--- src/rtl/game_outcome.sv ---
// rtl/game_outcome.sv - round state machine for the bomb: strike counting, timer loss, win detect
// Registered outcome, strike count and loss cause for the display and sound logic.
module game_outcome #(
  parameter int NUM_MODULES = 5,
  parameter int MAX_STRIKES = 3,
  parameter int STRIKE_W    = 2
) (
  input  logic                   clk_i,
  input  logic                   rst_ni,
  input  logic                   start_i,
  input  logic                   explode_timer_i,
  input  logic [NUM_MODULES-1:0] strike_i,
  input  logic [NUM_MODULES-1:0] solved_i,
  output logic [1:0]             state_o,
  output logic                   game_lost_o,
  output logic                   game_won_o,
  output logic [STRIKE_W-1:0]    strikes_o,
  output logic                   strike_event_o,
  output logic [1:0]             lose_cause_o
);

  localparam logic [1:0] S_IDLE  = 2'b00;
  localparam logic [1:0] S_ARMED = 2'b01;
  localparam logic [1:0] S_LOST  = 2'b10;
  localparam logic [1:0] S_WON   = 2'b11;

  localparam int CNT_W = $clog2(NUM_MODULES + 1);
  // Sum is one bit wider than either operand so strikes + n can never wrap before saturation.
  localparam int SUM_W = ((STRIKE_W > CNT_W) ? STRIKE_W : CNT_W) + 1;
  localparam logic [SUM_W-1:0] MAX_W = SUM_W'(MAX_STRIKES);

  logic [1:0]             state_q, state_d;
  logic [STRIKE_W-1:0]    strikes_q, strikes_d;
  logic [1:0]             cause_q, cause_d;
  logic                   event_q, event_d;
  logic                   lost_q, won_q;
  logic [NUM_MODULES-1:0] strike_q;

  logic [NUM_MODULES-1:0] strike_rise;
  logic [NUM_MODULES-1:0] accepted;
  logic [CNT_W-1:0]       n_acc;
  logic [SUM_W-1:0]       sum_w;
  logic [STRIKE_W-1:0]    next_strikes;
  logic                   t_lose, s_lose;

  assign strike_rise = strike_i & ~strike_q;
  assign accepted    = strike_rise & ~solved_i;

  always_comb begin
    n_acc = '0;
    for (int i = 0; i < NUM_MODULES; i++) begin
      n_acc = n_acc + CNT_W'(accepted[i]);
    end
  end

  assign sum_w        = SUM_W'(strikes_q) + SUM_W'(n_acc);
  assign s_lose       = (sum_w >= MAX_W);
  assign t_lose       = explode_timer_i;
  assign next_strikes = s_lose ? MAX_W[STRIKE_W-1:0] : sum_w[STRIKE_W-1:0];

  always_comb begin
    state_d   = state_q;
    strikes_d = strikes_q;
    cause_d   = cause_q;
    event_d   = 1'b0;
    case (state_q)
      S_ARMED: begin
        strikes_d = next_strikes;
        event_d   = (n_acc != '0);
        // Loss is checked first so it wins over a simultaneous full solve.
        if (t_lose || s_lose) begin
          state_d = S_LOST;
          cause_d = {s_lose, t_lose};
        end else if (&solved_i) begin
          state_d = S_WON;
        end
      end
      S_IDLE, S_LOST, S_WON: begin
        if (start_i) begin
          state_d   = S_ARMED;
          strikes_d = '0;
          cause_d   = 2'b00;
        end
      end
    endcase
  end

  always_ff @(posedge clk_i or negedge rst_ni) begin
    if (!rst_ni) begin
      state_q   <= S_IDLE;
      strikes_q <= '0;
      cause_q   <= 2'b00;
      event_q   <= 1'b0;
      lost_q    <= 1'b0;
      won_q     <= 1'b0;
      strike_q  <= '0;
    end else begin
      state_q   <= state_d;
      strikes_q <= strikes_d;
      cause_q   <= cause_d;
      event_q   <= event_d;
      lost_q    <= (state_d == S_LOST);
      won_q     <= (state_d == S_WON);
      strike_q  <= strike_i;
    end
  end

  assign state_o        = state_q;
  assign game_lost_o    = lost_q;
  assign game_won_o     = won_q;
  assign strikes_o      = strikes_q;
  assign strike_event_o = event_q;
  assign lose_cause_o   = cause_q;

endmodule

--- config.mk ---
export PLATFORM = sky130hd
export DESIGN_NAME = game_outcome
export DESIGN_NICKNAME = d
export VERILOG_FILES = /design/src/rtl/game_outcome.sv
export SDC_FILE = /design/constraint.sdc
export NUM_CORES = 1
export LEC_CHECK = 0
export CAP_MARGIN = 25
export CORE_UTILIZATION = 30
export CTS_BUF_LIST = sky130_fd_sc_hd__clkbuf_8
export DETAILED_ROUTE_END_ITERATION = 10
export GPL_ROUTABILITY_DRIVEN = 1
export PLACE_DENSITY = 0.66
export SETUP_SLACK_MARGIN = 0.3
export SYNTH_ARGS = -nofsm -noshare
export SYNTH_HDL_FRONTEND = slang
export SYNTH_SLANG_ARGS = --single-unit
--- constraint.sdc ---
create_clock -name clk_i -period 4.21 [get_ports clk_i]
set_input_delay 1.0525 -clock clk_i [delete_from_list [all_inputs] [get_ports clk_i]]
set_output_delay 1.0525 -clock clk_i [all_outputs]
set_load 0.05 [all_outputs]
==> results of run 1 <==
-- registers in the layout, summed over array words and instances (netlist names) --
signal and count:
game_lost_o 1, game_won_o 1, strikes_o 2, strike_event_o 1
state_o 2, lose_cause_o 2, strike_q 5
-- worst max-delay path, cell delays in order --
cell,delay [ns]
dlygate4sd2_1,0.25
or3b_4,0.38
fa_2,0.50
fa_2,0.57
inv_2,0.05
ha_4,0.15
fa_2,0.53
nand2_1,0.07
nor3b_4,0.16
a32o_1,0.22
-- placed cells by master (no fill, tap or decap), drive strengths merged, types with 4 or more instances in the layout --
cell type / instances
nor2: 8
a21oi: 4
nand2: 6
buf: 6
dfrtp: 14
dlygate4sd2: 4
o21ai: 5
clkdlybuf4s50: 18
-- worst paths after layout --
path                                        end
max in group asynchronous            game_won_o
worst max-delay path                 game_won_o
worst max register to register       game_won_o
worst min-delay path            lose_cause_o[1]
worst min register to register  lose_cause_o[1]
min in group asynchronous       lose_cause_o[0]
-- per-stage QoR --
| stage | worst slack, ns | TNS (ns) | power, mW | hold slack, ns | util, % |
|---|---|---|---|---|---|
| after detailed placement | -0.329 | -2.26 | 0.566 | 0.515 | 44.8 |
| after global placement | -0.262 | -1.63 | 0.558 | 0.490 | 44.8 |
| after CTS | 0.321 | 0 | 0.688 | 0.534 | 47.7 |
| final | 0.400 | 0 | 0.685 | 0.520 | 48.3 |
| after global routing | 0.311 | 0 | 0.726 | 0.598 | 48.3 |
| after floorplan | 0.301 | 0 | 0.438 | 0.664 | - |
-- metal layers --
metal | vias up | share of wire [%]
met5 | - | 0
met1 | 287 | 39
met3 | 2 | 6.7
met2 | 20 | 54
li1 | 285 | -
met4 | 0 | 1.0
-- power by group through the flow --
stage	clock network (mW)	logic, mW	registers [mW]
after floorplan	0	0.116	0.322
after global placement	0	0.356	0.202
after detailed placement	0	0.361	0.205
after CTS	0.112	0.372	0.205
after global routing	0.116	0.399	0.210
final	0.107	0.374	0.203
-- cell type report --
cell class	count	area (µm²)	share of cell area, %
Clock buffer	3	41.3	3.79
Timing Repair Buffer	28	260	23.9
Inverter	3	11.3	1.03
Sequential cell	14	350	32.2
Tap cell	28	35.0	3.22
Multi-Input combinational cell	47	390	35.9
-- logic make-up (layout without fill, tap and decap cells) --
family / count (synthesis) / after routing / share of synthesized area (%)
compound gates: 14 / 14 / 14.8
fa+ha+maj: 6 / 6 / 13.4
buf+inv: 4 / 34 / 2.23
flops: 14 / 14 / 48.0
simple gates: 27 / 27 / 21.6
-- timing repair --
action	4_1_cts	5_1_grt
pin swaps	8	6
setup endpoints to repair	8	6
setup buffers	1	1
gates resized for setup	12	2
==> out/results.txt, run 1 <==
The type of destination of the critical path is a register. The synthesized flop and latch total came out at 14. During synthesis, Yosys emitted a total of 0 warnings.

The mean routed wirelength per cell was 12.6 µm; the number of iterations in the first detailed-routing pass was 4. Clock input transition at the sequential cells of the worst setup and hold paths: 0.05 ns. After detailed routing, the number of remaining DRC violations is 0. The routability-driven placement congestion ratio was 0.761. Yosys instantiated no cell more often than dfrtp_1. Headroom to the max-slew limit came out at 56.6%. In this run the worst path has a maximum fanout of 4. The routed design has 1550 µm of wire. After legalization and detailed placement, the total HPWL measured 1210 µm. The clock net sink count was 14; the number of hold violations in the final report was 0. For the post-detailed-route count of antenna-violating nets, the log shows 0. The final cell area excluding filler cells was 1090 µm²; the transition time of the tightest slew-check pin was 0.648 ns. For the fraction of met1 tracks used by global routing, the log shows 13.7%. TritonCTS built the clock tree.

The layout cell share with drive strength beyond 1 was 23.2%; the vertical extent of the die was 51.3 µm. The tools report the startpoint kind of the worst setup timing path as an input pin. The leakage power summed over all cells is 0.477 nW. The tools report the post-synthesis net count as 85.

The number of slew-limit violations in the final report is 0. Setup repair after global routing left no endpoint under its margin. For this run, the total global-route usage over all layers was measured as 14.2%. Counting instances in the post-synthesis netlist gives the leading cell types as 14 x dfrtp_1, 8 x nor2_1, 6 x nand2_1, 5 x o21ai_0. The tools report the setup-violating endpoint count in the final report as 0. The tools report the initial core utilization as 32.4%. Setup slack on the worst reg-to-reg path comes out at 1.08 ns.

The share of synthesized flip-flops with an asynchronous set or reset was 100%. For the clock network fraction of total power, the log shows 15.7%. For this design the ratio of total power to cell area is 629 nW/µm². For this run, the top clock speed supported by timing is 0.262 GHz. The synthesized netlist contains 22 unique library cells. The final critical delay including setup and external delays is 3.81 ns. The global-route met2 utilization came out at 27.6%.

The summed instance area of the synthesized netlist is 729 µm². The first routing iteration left 8 violations. The tools report the start of the worst register-to-register path as strike_q[0]. The level count of the clock H-tree came out at 1.

Using the TritonRoute via totals, the vias-per-cell ratio works out to 4.83. Post-detailed-placement cell area: 1010 µm². The tool flagged a number of max-cap violations equal to 0. The via count of the first global-routing pass is 660. The logic depth of the worst register-to-register path works out to 9. STA puts the critical path data required time at 4.34 ns.

The filler cells instantiated in the layout total 226. Including well taps, the total number of placed cells is 118. Across the VDD grid, the largest voltage drop is 0.404 mV. The overall die area was 2630 µm²; the met3 demand-to-capacity share in global routing was 4.76%. Number of nets in the finished design: 117. The standard-cell row count was 17.

The die width came out at 51.3 µm. Cell type with the highest aggregate area in the netlist: dfrtp_1. Net switching power figure: 0.300 mW. The logs give 65 for the number of instances in the synthesized netlist and 0 for the total congestion overflow.

The sequential fraction of design power is 29.7%, and the final period utilization is 90.5%. The flow ran to the end, and the final reports show no timing, DRC or antenna violations. Of the synthesized area, sequential elements account for 48.0%.

The synthesized design contains 0 enable-type register cells. The tools report the timing startpoint of the critical path as solved_i[0]. After global routing, the most crowded layer is met2. The detailed router placed 594 vias in this run. Combinational cells account for 54.6% of the total power. The hold path depth was 2.

The startpoint identified for the worst hold timing path is lose_cause_o[1]. The number of antenna diodes in the final layout is 0. By startpoint and endpoint, the worst setup path is classified as in2reg. Relative to the synthesized area, the layout overhead comes to 49.2%. The number of port buffers works out to 22. The worst path arrival time was 3.94 ns.

Clock skew on the completed layout was measured at 0.00240 ns. The number of hold buffers added after CTS was 0. Once layout is complete, the cells apart from fillers number 123.

Among all flip-flop cells after synthesis, the most frequent one is dfrtp_1. The maximum buffer depth of the clock tree was 2; the area share of the largest cell type after synthesis was 48.0%. The pin count of the biggest net entering global routing was 15. Sorting the synthesized cells by area gives the leading types as dfrtp_1 48%, fa_1 8.2%, ha_1 5.1%. The first global-routing pass estimated 2690 µm of wire. The tools report the number of antenna violations at the first check in global routing as 0. The tools report the clock root buffer master as clkbuf_8. The average instance in the mapped netlist occupies 11.2 µm². Cell internal power was estimated by the tool at 0.384 mW. For the worst-skew pair, the clock arrives at the later sink with an insertion delay of 0.24 ns. The number of placed I/O pins was 23; the standard cell core area was 2250 µm².

The tools report the number of buffers created by CTS as 3. The path class of the tightest hold or removal check is reg2reg. In this run switching power makes up 43.9% of total power.
No activity file was read; power rests on OpenSTA's default activity.
==> run 2, diff against run 1 <==
--- a/config.mk
+++ b/config.mk
@@ -10,6 +10,7 @@
 export CTS_BUF_LIST = sky130_fd_sc_hd__clkbuf_8
 export DETAILED_ROUTE_END_ITERATION = 10
 export GPL_ROUTABILITY_DRIVEN = 1
+export GPL_TIMING_DRIVEN = 0
 export PLACE_DENSITY = 0.66
 export SETUP_SLACK_MARGIN = 0.3
 export SYNTH_ARGS = -nofsm -noshare
==> run 2 against run 1 <==
Total power is 2.5% higher. Cell area rose by 0.35%. Clock-buffer cell count increased by 1. Critical path depth unchanged. First-iteration DRC count unchanged.
==> out/results.txt, run 2 (same netlist as run 1, synthesis figures left out) <==
The logs give 3 (unchanged) for the number of buffers created by CTS and 1090 µm² (+0.35%) for the final cell area excluding filler cells. The power density over the cells is 643 nW/µm² (+2.2%), and the total inserted antenna cells is 0 (unchanged). The run gives 585 (-11%) as the via count of the first global-routing pass. The area added between synthesis and finish is 49.7%, and the transition time of the tightest slew-check pin is 0.628 ns (-0.0206 ns). The routability-driven placement congestion ratio is 0.750 (-1.5%).

Setup repair after global routing left no endpoint under its margin. The flow ran to the end, and the final reports show no timing, DRC or antenna violations. The mean routed wirelength per cell is 11.9 µm (-5.3%), and the area taken by flip-flops and latches is 350 µm² (unchanged).

The number of flip-flops under the largest register name is 5 (unchanged). The logs give 15 (unchanged) for the pin count of the biggest net entering global routing and 2250 µm² (unchanged) for the standard cell core area. The logs give 1 (unchanged) for the level count of the clock H-tree and 0.432 mV (+6.8%) for the worst IR drop on VDD. The final sum of negative setup slack was 0 ns (unchanged); the largest driver fanout on the critical path was 4 (unchanged). The timing-limited maximum frequency was 0.260 GHz (-0.91%). The tools report the worst path arrival time as 3.98 ns (+0.04 ns).

The number of hold violations in the final report is 0 (unchanged), and the number of antenna violations at the first check in global routing is 0 (unchanged). The overall die area was 2630 µm² (unchanged); the sum of net half-perimeters after detailed placement was 1070 µm (-12%). Maximum buffer depth of the clock tree: 2 (unchanged). Post-cts hold buffer count: 0 (unchanged).

For the leakage power summed over all cells, the log shows 0.470 nW (-1.4%). STA classifies the critical path startpoint as an input pin. The run gives 58.0% (+1.4 points) as the headroom to the max-slew limit. The clock net sink count came out at 14 (unchanged).

The setup-violating endpoint count in the final report was 0 (unchanged). For the number of DRC violations after detailed-routing iteration 0, the log shows 8 (unchanged). The run gives 17 (unchanged) as the standard-cell row count. The critical path is of the in2reg type. The most common cell after layout, fill and taps aside is clkdlybuf4s50_1.

Final critical delay including setup and external delays: 3.85 ns (+0.0352 ns). The library cells used most frequently in the layout, excluding fill and tap cells, are 18 x clkdlybuf4s50_1, 14 x dfrtp_1, 7 x nor2_1. For the total routing usage reported by global routing, the log shows 12.2% (-2.0 points). The tools report the area of combinational cells with multiple inputs as 398 µm² (+1.9%). The total congestion overflow came out at 0 (unchanged). More flip-flops sit in one register than any other, and that register is strike_q. The clock input transition at the sequential cells of the worst setup and hold paths works out to 0.06 ns (about the same).

TritonCTS built the clock tree. Number of vias in the routed layout: 581 (-2.2%). The number of slew-limit violations in the final report is 0 (unchanged), and the clock latency on the worst-skew pair is 0.24 ns (about the same).

The logs give 4.34 ns (about the same) for the data required time of the worst path and 0.00135 ns (-0.00105 ns) for the maximum clock skew at final layout. The die width came out at 51.3 µm (unchanged). The number of nets in the finished design came out at 115 (-1.7%). The wire length of the first global-routing pass is 2350 µm (-13%).

The fill cell total of the finished layout is 234 (+3.5%), and the post-detailed-route count of antenna-violating nets is 0 (unchanged). The min-delay analysis places its worst path in the category reg2reg. For the final routed wirelength across all metal layers, the log shows 1450 µm (-6.1%). The mean number of vias per cell came out at 4.76 (-1.4%).

The number of iterations in the first detailed-routing pass is 6 (+2), and the layout cell share with drive strength beyond 1 is 21.3% (-1.9 points). The post-detailed-placement cell area is 985 µm² (-2.5%). The total DRC errors in the routed layout was 0 (unchanged); the vertical extent of the die was 51.3 µm (unchanged). The number of port buffers works out to 22 (unchanged).

Clock root buffer master: clkbuf_8. The tools report the number of placed I/O pins as 23 (unchanged). The run gives 0 (unchanged) as the max capacitance violation total. The initial core utilization was 32.4% (unchanged). The final period utilization works out to 91.3% (+0.84 points). STA classifies the critical path endpoint as a register.
==> run 2: changes by cell type in the layout (fill, tap and decap cells not counted) <==
cell and delta:
buf_4 -3, clkbuf_8 +1, o21ai_1 -1, o21ai_0 +1, ha_1 -1, fa_2 -2, fa_1 +2, clkbuf_2 +1
ha_4 +1
==> run 2: through the flow <==
step / cells / power [mW] / setup WS (ns) / hold WS [ns] / util [%]
2_1_floorplan: 65 / 0.438 / 0.301 / 0.664 / -
3_3_place_gp: 115 / 0.547 / -0.285 / 0.495 / 43.7
3_5_place_dp: 115 / 0.551 / -0.352 / 0.500 / 43.7
4_1_cts: 122 / 0.705 / 0.348 / 0.512 / 47.9
5_1_grt: 122 / 0.745 / 0.309 / 0.563 / 48.4
6_report: 122 / 0.702 / 0.364 / 0.506 / 48.4
==> run 2: report_power, final <==
part           switching [mW]  internal [mW]  total, mW  leakage, nW
sequential             0.0301          0.173      0.203        0.173
clock                  0.0472         0.0828      0.130       0.0288
combinational           0.223          0.146      0.369        0.268
total                   0.300          0.402      0.702        0.470
==> run 2: path summary, 6_finish.rpt <==
check	startpoint	endpoint	slack (ns)	cells after the start
min in group asynchronous	rst_ni	lose_cause_o[1]	1.20	1
hold reg to reg	lose_cause_o[1]	lose_cause_o[1]	0.51	2
hold / removal	lose_cause_o[1]	lose_cause_o[1]	0.51	2
setup / recovery	solved_i[0]	game_won_o	0.36	10
max in group asynchronous	rst_ni	strike_q[0]	2.61	1
setup reg to reg	strike_q[0]	game_won_o	1.04	9
==> run 2: critical path, cell delays in order <==
cell	delay, ns
dlygate4sd2_1	0.24
or3b_4	0.37
fa_1	0.53
fa_1	0.57
inv_2	0.06
ha_4	0.16
fa_2	0.53
nand2_1	0.07
nor3b_4	0.16
a32o_1	0.22
==> run 2: per-layer routing <==
| metal | vias up | wire (µm) | global-route usage, % |
|---|---|---|---|
| li1 | 284 | - | - |
| met1 | 276 | 664 | 14.9 |
| met2 | 21 | 694 | 20.0 |
| met3 | 0 | 94 | 5.36 |
| met4 | 0 | 0 | 2.25 |
| met5 | - | 0 | 0 |
==> run 2: final cells by class <==
class                   instances  share of cell area [%]
repair buffers                 25                    21.8
well taps                      28                    3.21
multi-input cells              47                    36.4
clock buffers                   4                    5.04
inverters                       3                    1.03
plain buffers                   1                   0.458
flip-flops and latches         14                    32.1
==> run 2: what timing repair did <==
| item | 4_1_cts | 5_1_grt |
|---|---|---|
| setup endpoints to repair | 8 | 2 |
| setup buffers | 3 | 0 |
| pin swaps | 7 | 5 |
| gates resized for setup | 11 | 1 |
